<file path="src/rtl/mvu_pkg.sv">
// Shared MVU definitions: bank/quantizer widths and the job-sequencer state encoding.
package mvu_pkg;

  localparam int BWBANKA   = 9;
  localparam int BDBANKA   = 14;
  localparam int BACC      = 32;
  localparam int QMSBLOCBD = 5;
  localparam int QBDOUTBD  = 5;

  typedef enum logic [1:0] {
    ST_IDLE,
    ST_RUN,
    ST_DRAIN,
    ST_QUANT
  } mvu_job_state_t;

endpackage

</file>
<file path="src/rtl/mvu_bitpair_gen.sv">
// Walks weight/data bit pairs (i,j) in descending significance s=i+j for one vector.
module mvu_bitpair_gen #(
  parameter int BPREC = 4
) (
  input  logic             clk,
  input  logic             rst,
  input  logic             init,
  input  logic             adv,
  input  logic [BPREC-1:0] iprec,
  input  logic [BPREC-1:0] jprec,
  output logic [BPREC-1:0] i,
  output logic [BPREC-1:0] j,
  output logic             first_of_s,
  output logic             last
);

  localparam int SW = BPREC + 1;

  logic [SW-1:0]    s_q;
  logic [BPREC-1:0] i_q;
  logic [SW-1:0]    ip_m1, jp_x, s_init, s_dec, i_init_w, i_next_w;

  function automatic logic [SW-1:0] i_hi(input logic [SW-1:0] s, input logic [SW-1:0] ipm1);
    return (s < ipm1) ? s : ipm1;
  endfunction

  function automatic logic [SW-1:0] i_lo(input logic [SW-1:0] s, input logic [SW-1:0] jp);
    return (s >= jp) ? s - jp + SW'(1) : '0;
  endfunction

  assign ip_m1    = {1'b0, iprec} - SW'(1);
  assign jp_x     = {1'b0, jprec};
  assign s_init   = {1'b0, iprec} + jp_x - SW'(2);
  assign s_dec    = s_q - SW'(1);
  assign i_init_w = i_hi(s_init, ip_m1);
  assign i_next_w = i_hi(s_dec, ip_m1);

  assign i          = i_q;
  assign j          = BPREC'(s_q) - i_q;
  assign first_of_s = ({1'b0, i_q} == i_hi(s_q, ip_m1));
  assign last       = (s_q == '0);

  // s only decrements once i has reached the lowest legal index for it; holds at the final pair
  always_ff @(posedge clk or posedge rst) begin
    if (rst) begin
      s_q <= '0;
      i_q <= '0;
    end else if (init) begin
      s_q <= s_init;
      i_q <= BPREC'(i_init_w);
    end else if (adv && !last) begin
      if ({1'b0, i_q} == i_lo(s_q, jp_x)) begin
        s_q <= s_dec;
        i_q <= BPREC'(i_next_w);
      end else begin
        i_q <= i_q - BPREC'(1);
      end
    end
  end

endmodule

</file>
<file path="src/rtl/mvu_job_ctrl.sv">
// Bit-serial MVU job sequencer: issues per-vector weight/data reads, drains the pipeline, fires the quantizer.
module mvu_job_ctrl #(
  parameter int BWBANKA   = mvu_pkg::BWBANKA,
  parameter int BDBANKA   = mvu_pkg::BDBANKA,
  parameter int BPREC     = 4,
  parameter int BCNT      = 16,
  parameter int QMSBLOCBD = mvu_pkg::QMSBLOCBD,
  parameter int QBDOUTBD  = mvu_pkg::QBDOUTBD,
  parameter int LAT       = 4
) (
  input  logic                 clk,
  input  logic                 rst,
  input  logic                 start,
  input  logic [BPREC-1:0]     iprec,
  input  logic [BPREC-1:0]     jprec,
  input  logic [BWBANKA-1:0]   wbase,
  input  logic [BDBANKA-1:0]   dbase,
  input  logic [BCNT-1:0]      nvec,
  input  logic [1:0]           mul_mode_in,
  input  logic [QMSBLOCBD-1:0] qmsb_in,
  input  logic [QBDOUTBD-1:0]  qbd_in,
  output logic                 busy,
  output logic                 done,
  output logic                 err,
  output logic [1:0]           mul_mode,
  output logic                 acc_clr,
  output logic                 acc_sh,
  output logic [BWBANKA-1:0]   rdw_addr,
  output logic                 rdd_en,
  input  logic                 rdd_grnt,
  output logic [BDBANKA-1:0]   rdd_addr,
  output logic                 quant_clr,
  output logic                 quant_start,
  output logic [QMSBLOCBD-1:0] quant_msbidx,
  output logic [QBDOUTBD-1:0]  quant_bdout
);

  import mvu_pkg::*;

  localparam int DW = (LAT > 1) ? $clog2(LAT) : 1;

  mvu_job_state_t state_q, state_d;

  logic                 first_q, done_q, err_q;
  logic [DW-1:0]        dcnt_q;
  logic [1:0]           mul_mode_q;
  logic [QMSBLOCBD-1:0] qmsb_q;
  logic [QBDOUTBD-1:0]  qbd_q;
  logic [BPREC-1:0]     iprec_r, jprec_r;
  logic [BWBANKA-1:0]   wbase_r;
  logic [BDBANKA-1:0]   vbase_q;
  logic [BCNT-1:0]      nvec_r, k_q;

  logic             accept, reject, last_vec, gen_init, gen_adv;
  logic [BPREC-1:0] gen_iprec, gen_jprec, bp_i, bp_j;
  logic             bp_first_s, bp_last;

  // Precisions feed the generator straight from the ports on the accepting cycle
  assign gen_iprec = (state_q == ST_IDLE) ? iprec : iprec_r;
  assign gen_jprec = (state_q == ST_IDLE) ? jprec : jprec_r;
  assign last_vec  = (k_q == nvec_r - BCNT'(1));

  mvu_bitpair_gen #(.BPREC(BPREC)) u_bitpair (
    .clk        (clk),
    .rst        (rst),
    .init       (gen_init),
    .adv        (gen_adv),
    .iprec      (gen_iprec),
    .jprec      (gen_jprec),
    .i          (bp_i),
    .j          (bp_j),
    .first_of_s (bp_first_s),
    .last       (bp_last)
  );

  always_comb begin
    state_d  = state_q;
    accept   = 1'b0;
    reject   = 1'b0;
    gen_init = 1'b0;
    gen_adv  = 1'b0;
    case (state_q)
      ST_IDLE: begin
        if (start) begin
          if (iprec != '0 && jprec != '0 && nvec != '0) begin
            accept   = 1'b1;
            gen_init = 1'b1;
            state_d  = ST_RUN;
          end else begin
            reject = 1'b1;
          end
        end
      end
      ST_RUN: begin
        if (rdd_grnt) begin
          gen_adv = 1'b1;
          if (bp_last) state_d = (LAT == 1) ? ST_QUANT : ST_DRAIN;
        end
      end
      ST_DRAIN: begin
        if (dcnt_q == '0) state_d = ST_QUANT;
      end
      ST_QUANT: begin
        if (last_vec) begin
          state_d = ST_IDLE;
        end else begin
          gen_init = 1'b1;
          state_d  = ST_RUN;
        end
      end
      default: state_d = ST_IDLE;
    endcase
  end

  always_ff @(posedge clk or posedge rst) begin
    if (rst) begin
      state_q    <= ST_IDLE;
      first_q    <= 1'b0;
      dcnt_q     <= '0;
      done_q     <= 1'b0;
      err_q      <= 1'b0;
      mul_mode_q <= '0;
      qmsb_q     <= '0;
      qbd_q      <= '0;
    end else begin
      state_q <= state_d;
      done_q  <= (state_q == ST_QUANT) && last_vec;
      err_q   <= reject;
      if (accept) begin
        first_q    <= 1'b1;
        mul_mode_q <= mul_mode_in;
        qmsb_q     <= qmsb_in;
        qbd_q      <= qbd_in;
      end
      if (state_q == ST_RUN && rdd_grnt) begin
        first_q <= 1'b0;
        if (bp_last) dcnt_q <= DW'(LAT - 2);
      end
      if (state_q == ST_DRAIN) dcnt_q <= dcnt_q - DW'(1);
      if (state_q == ST_QUANT && !last_vec) first_q <= 1'b1;
    end
  end

  // Descriptor and address state: only observed while a job runs, so no reset
  always_ff @(posedge clk) begin
    if (accept) begin
      iprec_r <= iprec;
      jprec_r <= jprec;
      wbase_r <= wbase;
      nvec_r  <= nvec;
      vbase_q <= dbase;
      k_q     <= '0;
    end else if (state_q == ST_QUANT && !last_vec) begin
      k_q     <= k_q + BCNT'(1);
      vbase_q <= vbase_q + BDBANKA'(jprec_r);
    end
  end

  assign busy         = (state_q != ST_IDLE);
  assign done         = done_q;
  assign err          = err_q;
  assign mul_mode     = mul_mode_q;
  assign rdd_en       = (state_q == ST_RUN);
  assign acc_clr      = rdd_en && first_q;
  assign acc_sh       = rdd_en && bp_first_s && !first_q;
  assign quant_clr    = acc_clr;
  assign rdw_addr     = rdd_en ? wbase_r + BWBANKA'(bp_i) : '0;
  assign rdd_addr     = rdd_en ? vbase_q + BDBANKA'(bp_j) : '0;
  assign quant_start  = (state_q == ST_QUANT);
  assign quant_msbidx = qmsb_q;
  assign quant_bdout  = qbd_q;

endmodule

</file>
<file path="config.mk">
export PLATFORM = sky130hd
export DESIGN_NAME = mvu_job_ctrl
export DESIGN_NICKNAME = d
export VERILOG_FILES = /design/src/rtl/mvu_pkg.sv /design/src/rtl/mvu_bitpair_gen.sv /design/src/rtl/mvu_job_ctrl.sv
export SDC_FILE = /design/constraint.sdc
export NUM_CORES = 1
export LEC_CHECK = 0
export CELL_PAD_IN_SITES_DETAIL_PLACEMENT = 1
export CELL_PAD_IN_SITES_GLOBAL_PLACEMENT = 2
export CORE_MARGIN = 10
export CORE_UTILIZATION = 36
export DETAILED_ROUTE_END_ITERATION = 10
export PLACE_DENSITY_LB_ADDON = 0.25
export SLEW_MARGIN = 30
export SYNTH_ARGS = -nofsm -noshare
export SYNTH_HDL_FRONTEND = slang
export SYNTH_SLANG_ARGS = --single-unit
</file>
<file path="constraint.sdc">
create_clock -name clk -period 8.6 [get_ports clk]
set_input_delay 0.86 -clock clk [delete_from_list [all_inputs] [get_ports clk]]
set_output_delay 0.86 -clock clk [all_outputs]
set_load 0.03 [all_outputs]
</file>
### After elaboration in Yosys (flattened, before gate mapping)

Cells that the tools add are included.

* add/subtract/negate cells: 14
* order comparisons: 4
* eq/ne operators: 11
* muxes and demuxes: 38
* reduce and logical (&&, ||, !) cells: 28

Operators with widths (count)
* $mux W14: 3
* $add A14 B4 Y14: 2
* $mux W4: 7
* $mux W5: 5
* $add A16 B1 Y16 const B: 1
* $eq A16 B16 Y1: 1
* $reduce_bool A16 Y1: 1
* $sub A16 B1 Y16 const B: 1
* $lt A5 B5 Y1: 3
* $mux W2: 7
* $mux W1: 13
* $reduce_bool A2 Y1: 6
* $eq A4 B5 Y1: 2
* $add A9 B4 Y9: 1
* $logic_and A1 B1 Y1: 9
* $mux W9: 1
* $pmux W2 S4: 1
* $reduce_bool A4 Y1: 2
* $ne A2 B1 Y1 const B: 3
* $add A4 B4 Y5: 1
* $add A5 B1 Y5 const B: 1
* $ge A5 B4 Y1: 1
* $logic_not A5 Y1: 1
* $reduce_and A5 Y1: 1
* other kinds (15): 21

* register bits: 91
* input port bits: 63
* output and inout port bits: 43
* logic and storage cells: 111

### Longest topological paths before layout

Gate-level depths: netlist (run 1).

* word-level depth: 9
* gate-level depth with buffers: 19
* depth with buffers taken out: 17

### Cells and area by module

From an unflattened synthesis (run 1), not the netlist that was laid out.

* cells, all modules: 719
* area total of the unflattened synthesis: 6616.3 sq um

By module, submodules not included
* mvu_job_ctrl: instances 1, cells an instance 502, area each 4863.4 sq um, seq. area each 2207.1 sq um
* mvu_bitpair_gen: instances 1, cells an instance 217, area each 1752.9 sq um, seq. area each 225.2 sq um

### Least setup slack after synthesis (run 1)

Ideal clock, no wire load.

* path kind: input to output
* start: input port iprec[1]
* end: output port acc_sh
* arrival: 3.939 ns
* required time: 7.740 ns
* setup slack: 3.801 ns
* stages: 13
* cells stage by stage: or3_1 > nand2_1 > nand2_1 > o21ai_0 > inv_1 > ha_1 > nor3_1 > a211oi_1 > maj3_1 > a21o_1 > mux2i_1 > xnor2_1 > nor4_1

* word-level cells in the longest chain between the ends: 7

Ends and longest elaborated chain
* start: declaration: line mvu_job_ctrl.sv:14 `input logic [BPREC-1:0] iprec,`
* $mux W4 (*): line mvu_job_ctrl.sv:59 `assign gen_iprec = (state_q == ST_IDLE) ? iprec : iprec_r;`
* $sub A4 B1 Y5 (*): line mvu_bitpair_gen.sv:31 `assign ip_m1 = {1'b0, iprec} - SW'(1);`
* $lt A5 B5 Y1: line mvu_bitpair_gen.sv:24 `return (s < ipm1) ? s : ipm1;`
* $mux W5 (*): line mvu_bitpair_gen.sv:24
* $eq A4 B5 Y1 (*): line mvu_bitpair_gen.sv:40 `assign first_of_s = ({1'b0, i_q} == i_hi(s_q, ip_m1));`
* $logic_and A1 B1 Y1 (*) (2 in a row): line mvu_job_ctrl.sv:165 `assign acc_sh = rdd_en && bp_first_s && !first_q;`
* end: declaration: line mvu_job_ctrl.sv:27 `output logic acc_sh,`

Every way passes the cells marked *; elsewhere a longest branch is shown, timed or not.

### Final worst setup path (run 1)

* start: register state_q[1]
* end: output port acc_sh

* word-level cells in the longest chain between the ends: 8
* elaborated cells on any way between the ends: 9

Ends and longest elaborated chain
* start: declaration: line mvu_job_ctrl.sv:42 `mvu_job_state_t state_q, state_d;`
* start signal: assignment: line mvu_job_ctrl.sv:126 `state_q <= state_d;`
* $logic_not A2 Y1: line mvu_job_ctrl.sv:59
* $mux W4: line mvu_job_ctrl.sv:59
* $sub A4 B1 Y5: line mvu_bitpair_gen.sv:31
* $lt A5 B5 Y1: line mvu_bitpair_gen.sv:24
* $mux W5: line mvu_bitpair_gen.sv:24
* $eq A4 B5 Y1: line mvu_bitpair_gen.sv:40
* $logic_and A1 B1 Y1 (*) (2 in a row): line mvu_job_ctrl.sv:165

Marks and branches as above.

==> results.md, run 1 <==
- Status: complete, no violations
- DRC viols: 0
- Worst vdd ir: 274 uV
- #FFs+latches synth: about 90
- Setup Skew: 0.00719 ns
- Synth area leaders: edfxtp_1 21%, dfrtp_1 11%, ha_1 9.6%
- CP startpoint: state_q[1]$_DFFE_PP0P_
- Total power: about 3.5 mW
- Io pins: 106
- RD Place Congestion: roughly 0.85
- # hold bufs at CTS: 0
- Yosys top cell area share: between 20% and 30%
- Nets: just over 900
- FILL cells: ~2000
- Synth Area per Inst: slightly above 9 sq um
- RSZ-0062 raised after global routing: no
- Maximum fanout along the worst path: 16
- Largest delay share family, worst path: adder cells
- Initial Util: a little under two fifths
- Post-DRT Antenna Nets: 0
- Final hold vios: 0
- Ys async rst share: about 31%
- Max-slew violations: 0
- Share of layout cells above drive strength 1: 5.17%
- Clock sinks: between 90 and 100
- CP required: ~7.7 ns
- Port Buffers: between 100 and 150
- Worst-margin pin slew: 0.913 ns
- Final HPWL from detailed placement: ~16 mm
- Synth area leader: edfxtp_1
- Hold_sp: quant_msbidx[3]$_DFFE_PP0P_
- Largest net degree at the start of global routing: between 70 and 80
- Final setup vio count: 0
- Top_reg_cell synth: edfxtp_1
- Relative slew slack: 38.7%
- Worst slack at placement: roughly 2.7 ns
- Min Tclk post-route: around 6 ns
- CP Class: reg -> out
- Postcts setup bufs: 0
- Count of cells resized by post-cts repair: 0
- Commonest non-fill, non-tap cell in the layout: clkdlybuf4s50_1
- Post-Synthesis Cells: a little over 700
- Worst path slowest cell: clkdlybuf4s50_1
- Most frequent cells in the layout: 105 x clkdlybuf4s50_1, 89 x nand2_1, 50 x ha_1, 48 x xnor2_1, 47 x edfxtp_1
- Yosys warns: 0
- Floorplan row count: roughly 50
- Maximum Capacitance Violations: 0
- DRT Pass-1 Iters: 5
- Class of the worst hold path: reg -> reg
- Clock transition at path regs: approximately 0.070 ns
- Vias in the first global route: between 5000 and 6000
- Clock buffer count from CTS: 9
- Clock Tree Root: clkbuf_16
- Area occupied by registers: about 0.0024 sq mm
- Die area: around 0.024 sq mm
- Synth cell types: slightly below 70
- Routed WL per cell: around 19 um
- Core area: roughly 0.018 sq mm
- Drt total wl: around 20 mm
- Critical path arrival: 5.23 ns
- First-pass GRT wire length: 32.1 mm
- P&R area growth vs syn: 23.2%
- FF-to-FF Start: state_q[1]$_DFFE_PP0P_
- Routed vias: between 5000 and 6000
- Pwr dens: 424 mW/mm^2
- Total Routing Usage GR: 16.2%
- Sequential share of the synthesized area: 36.7%
- CP Cell Sequence: inv_1 > ha_1 > mux2i_1 > xnor2_1 > inv_1 > ha_1 > nor3_1 > a211oi_1 > maj3_1 > a21o_1 > mux2i_1 > xnor2_1 > nor4_1 > clkdlybuf4s50_1
- TritonCTS clock tree: built
- Fin crit share: a little under three quarters
- Die width: roughly 160 um
- EDFF count, synth: 47
- WP buf/inv: 3
- Critical path endpoint category: output port
- Vias per cell: ~5.3
- Final TNS setup: 0 ns
- Skew-Pair Late Insertion Delay: 0.35 ns
- Syn_nets: approximately 830
- Die Height: 156 um
- Worst setup SP type: flop
- Fmax: 0.164 GHz
- Initial antenna violation count: 0
- DRT iter0 DRCs: ~260
- Fin Hold WS: between 0.4 and 0.5 ns
- Ant diodes: 0
- Critical path's largest stage delay: 0.75 ns
- Pleak: 3.25 nW
- Clock Path Buffers: 2
- CTS HTree Levels: 3
- Post-Syn Area: between 0.006 and 0.007 sq mm
- Area of the multi-input gates: between 0.003 and 0.004 sq mm
- Setup WS post-layout: ~2.5 ns
- Grt ovf: 0
## cell families after synthesis
| logic type | synth area share (%) |
|---|---|
| AOI/OAI and AO/OA | 13.7 |
| xor gates and xnor gates | 9.50 |
| adders and majority gates | 11.7 |
| buffers and inverters | 4.43 |
| DFF | 36.7 |
| muxes | 4.28 |
| and+or+nand+nor | 19.7 |
## per-layer routing
| layer | vias up | track usage, % | routed length (um) |
|---|---|---|---|
| li1 | 2710 | - | - |
| met1 | 2646 | 21.6 | 9330 |
| met2 | 111 | 26.1 | 8940 |
| met3 | 14 | 3.20 | 1050 |
| met4 | 0 | 4.72 | 229 |
| met5 | - | 0 | 0 |
## power breakdown
group / switching (mW) / internal (mW)
combinational: 1.32 / 0.945
clock: 0.181 / 0.224
sequential: 0.169 / 0.628
## path summary, 6_finish.rpt
kind                                                endpoint  slack [ns]  depth (start not counted)
worst max-delay path                                  acc_sh        2.51                         14
worst min-delay path             quant_msbidx[3]$_DFFE_PP0P_        0.48                          2
worst max register to register  u_bitpair.s_q[4]$_DFFE_PP0P_        3.58                         16
worst min register to register   quant_msbidx[3]$_DFFE_PP0P_        0.48                          2
max in group asynchronous       u_bitpair.s_q[3]$_DFFE_PP0P_        7.41                          3
min in group asynchronous        quant_msbidx[4]$_DFFE_PP0P_        0.89                          3
## tightest hold or removal path: cells and delay by family (launching register included)
family | cells | cell delay [ns]
simple gates | 2 | 0.11
flops | 1 | 0.34
## layout make-up
| type | instances | share of cell area [%] |
|---|---|---|
| clock buffers | 12 | 3.28 |
| clock inverters | 4 | 0.352 |
| inverters | 45 | 2.07 |
| multi-input cells | 552 | 47.9 |
| flip-flops and latches | 91 | 29.8 |
| well taps | 229 | 3.51 |
| repair buffers | 108 | 13.1 |
## Yosys cell counts, drive strengths merged (5+ instances only)
| cell type | instances |
|---|---|
| nand2 | 89 |
| ha | 51 |
| xnor2 | 48 |
| edfxtp | 47 |
| inv | 45 |
| nor2 | 40 |
| o21ai | 37 |
| a21oi | 32 |
| dfrtp | 28 |
| mux2i | 25 |
| xor2 | 24 |
| nor3 | 19 |
| nand3 | 18 |
| and2 | 17 |
| clkbuf | 17 |
| dfxtp | 16 |
| nor2b | 14 |
| a21o | 12 |
| or3 | 12 |
| nor4 | 11 |
| and3 | 9 |
| buf | 9 |
| a21boi | 8 |
| nand2b | 8 |
| nand4 | 7 |
| a31oi | 6 |
| fa | 6 |
| a211oi | 5 |
## sequential cells by signal, summed over array words and instances, names as in the netlist
name	flops
k_q	16
nvec_r	16
vbase_q	14
wbase_r	9
quant_bdout	5
quant_msbidx	5
u_bitpair.s_q	5
iprec_r	4
jprec_r	4
u_bitpair.i	4
dcnt_q	2
mul_mode	2
state_q	2
done	1
err	1
first_q	1
## metrics by stage
| step | utilization, % | cell area, sq um | cells |
|---|---|---|---|
| final | 45.3 | 8170 | 1041 |
| after global routing | 45.3 | 8170 | 1041 |
| after CTS | 45.3 | 8170 | 1041 |
| after detailed placement | 43.7 | 7870 | 1025 |
| after global placement | 43.7 | 7870 | 1025 |
| after floorplan | - | 6640 | 714 |
No activity file was read; power rests on OpenSTA's default activity.
==> run 2: changes to the inputs <==
--- a/config.mk
+++ b/config.mk
@@ -8,7 +8,7 @@
 export CELL_PAD_IN_SITES_DETAIL_PLACEMENT = 1
 export CELL_PAD_IN_SITES_GLOBAL_PLACEMENT = 2
 export CORE_MARGIN = 10
-export CORE_UTILIZATION = 36
+export CORE_UTILIZATION = 30
 export DETAILED_ROUTE_END_ITERATION = 10
 export PLACE_DENSITY_LB_ADDON = 0.25
 export SLEW_MARGIN = 30
==> constraint.sdc (replaced) <==
create_clock -name clk -period 4.95 [get_ports clk]
set_input_delay 0.495 -clock clk [delete_from_list [all_inputs] [get_ports clk]]
set_output_delay 0.495 -clock clk [all_outputs]
set_load 0.03 [all_outputs]
==> results.md, run 2 (synthesis results as in run 1) <==
- Status: complete, no violations
- Core area: 0.0218 sq mm (+21%)
- Floorplan row count: 54 (+10%)
- Drt total wl: 20.0 mm (+2.4%)
- Vias per cell: 5.05 (-4.0%)
- First-pass GRT wire length: 32.7 mm (+2.0%)
- Critical path endpoint category: output port
- Worst vdd ir: 202 uV (-26%)
- Class of the worst hold path: reg -> reg
- CP Class: reg -> out
- Ant diodes: 0 (unchanged)
- Max-slew violations: 0 (unchanged)
- Total power: 6.03 mW (+74%)
- Clock Tree Root: clkbuf_16
- DRC viols: 0 (unchanged)
- Skew-Pair Late Insertion Delay: 0.35 ns (about the same)
- Final HPWL from detailed placement: 16.0 mm (+2.6%)
- Worst slack at placement: 0.356 ns (-2.36 ns)
- Initial Util: 30.4% (-6.4 points)
- Clock Path Buffers: 2 (unchanged)
- CP dominant cell by count: inv_1
- Pwr dens: 724 mW/mm^2 (+71%)
- Io pins: 106 (unchanged)
- Vias in the first global route: 6099 (+5.5%)
- Nets: 933 (+0.65%)
- Critical path's largest stage delay: 0.70 ns (-0.05 ns)
- Pleak: 3.35 nW (+3.1%)
- Hold depth: 2 (unchanged)
- CP Cell Sequence: inv_1 > ha_1 > inv_1 > fa_1 > inv_1 > fa_1 > nor2b_1 > o21ai_0 > nand2b_1 > nand3_1 > or3_1 > a21boi_0 > clkdlybuf4s50_1
- Clock transition at path regs: 0.07 ns (about the same)
- Final setup vio count: 0 (unchanged)
- Die area: 0.0285 sq mm (+17%)
- Fmax: 0.216 GHz
- Final core utilization: 38.1% (-7.2 points)
- Final TNS setup: 0 ns (unchanged)
- Critical path arrival: 4.14 ns (-1.09 ns)
- RSZ-0062 raised after global routing: no
- Share of layout cells above drive strength 1: 6.36% (+1.2 points)
- Routed vias: 5550 (+1.3%)
- Routed WL per cell: 18.2 um (-3.0%)
- TritonCTS clock tree: built
- R2R depth: 13 (-3)
- Maximum fanout along the worst path: 7 (-9)
- Initial antenna violation count: 0 (unchanged)
- Min Tclk post-route: between 4 and 5 ns
- DRT Pass-1 Iters: 4 (-1)
- RD Place Congestion: 0.814 (-4.4%)
- CP startpoint: u_bitpair.s_q[0]$_DFFE_PP0P_
- Final hold vios: 0 (unchanged)
- P&R area growth vs syn: 25.4%
- Commonest non-fill, non-tap cell in the layout: clkdlybuf4s50_1
- Largest regs: k_q: 16 flops, nvec_r: 16 flops, vbase_q: 14 flops
- Grt ovf: 0 (unchanged)
- Die width: 169 um (+8.3%)
- Worst setup SP type: flop
- CP required: 4.45 ns (-3.29 ns)
- Die Height: 169 um (+8.3%)
- Most frequent cells in the layout: 100 x clkdlybuf4s50_1, 89 x nand2_1, 50 x ha_1, 48 x xnor2_1, 47 x edfxtp_1
- Hold_sp: quant_msbidx[2]$_DFFE_PP0P_
- Clock sinks: 91 (unchanged)
- Worst path slowest cell: clkdlybuf4s50_1
- Postcts setup bufs: 0 (unchanged)
- Largest net degree at the start of global routing: 79 (unchanged)
- FF-to-FF Start: state_q[1]$_DFFE_PP0P_
- Maximum Capacitance Violations: 0 (unchanged)
- Fin Hold WS: 0.481 ns (+0.00345 ns)
- Fin crit share: between 90% and 100%
- CTS HTree Levels: 3 (unchanged)
- Post-DRT Antenna Nets: 0 (unchanged)
- Port Buffers: 105 (unchanged)
- Setup WS post-layout: 0.310 ns (-2.20 ns)
- Worst-margin pin slew: 0.910 ns (-0.00247 ns)
- Total Routing Usage GR: 14.1% (-2.1 points)
- Relative slew slack: 39.3% (+0.62 points)
- Clock buffer count from CTS: 9 (unchanged)
- DRT iter0 DRCs: 234 (-10%)
- Setup Skew: 0.00840 ns (+0.00121 ns)
-- run 2: cell count changes in the layout (fill, tap and decap cells not counted), moves of 2 or more --
cell and change:
buf_4 +5, clkdlybuf4s50_1 -5, dlymetal6s2s_1 +4, mux2i_1 -2
-- run 2: repair_timing --
item	in CTS	in global routing
hold buffers	0	0
gates cloned	0	0
gates resized for setup	1	8
setup endpoints to repair	1	5
-- run 2: where the power goes --
part / internal, mW / total (mW) / switching [mW]
registers: 1.09 / 1.39 / 0.302
clock network: 0.375 / 0.681 / 0.306
logic: 1.68 / 3.95 / 2.27
total: 3.14 / 6.03 / 2.88
-- run 2: stage by stage --
stage | cells | area, sq um
after global placement | 1081 | 7980
final | 1098 | 8320
after detailed placement | 1082 | 7990
after CTS | 1098 | 8290
after floorplan | 714 | 6640
after global routing | 1098 | 8320
-- run 2: per-layer routing --
metal	global-route usage [%]	up-vias	wire length, um
li1	-	2713	-
met1	18.3	2739	9620
met2	23.0	92	9350
met3	3.91	6	931
met4	2.50	0	114
met5	0	-	0
-- run 2: worst max-delay path, delay by kind of cell (launching register included) --
family / cells / cell delay, ns
AO/OA/AOI/OAI: 2 / 0.28
adder cells (fa/ha/maj): 3 / 1.11
buffers and inverters: 4 / 1.09
flip-flops: 1 / 0.49
AND/OR/NAND/NOR: 4 / 0.83
-- run 2: final cells by class --
type	count	area [sq um]
clock inverters	5	33.8
fillers	2525	13500
inverters	45	169
flip-flops and latches	91	2430
clock buffers	11	255
multi-input cells	552	3940
repair buffers	114	1140
well taps	280	350
-- run 2: final timing paths --
path / slack (ns) / to
max: 0.31 / rdd_addr[10]
min: 0.48 / quant_msbidx[2]$_DFFE_PP0P_
max in group asynchronous: 4.10 / err$_DFF_PP0_
min reg2reg: 0.48 / quant_msbidx[2]$_DFFE_PP0P_
min in group asynchronous: 0.55 / quant_msbidx[3]$_DFFE_PP0P_
max reg2reg: 0.79 / u_bitpair.s_q[2]$_DFFE_PP0P_
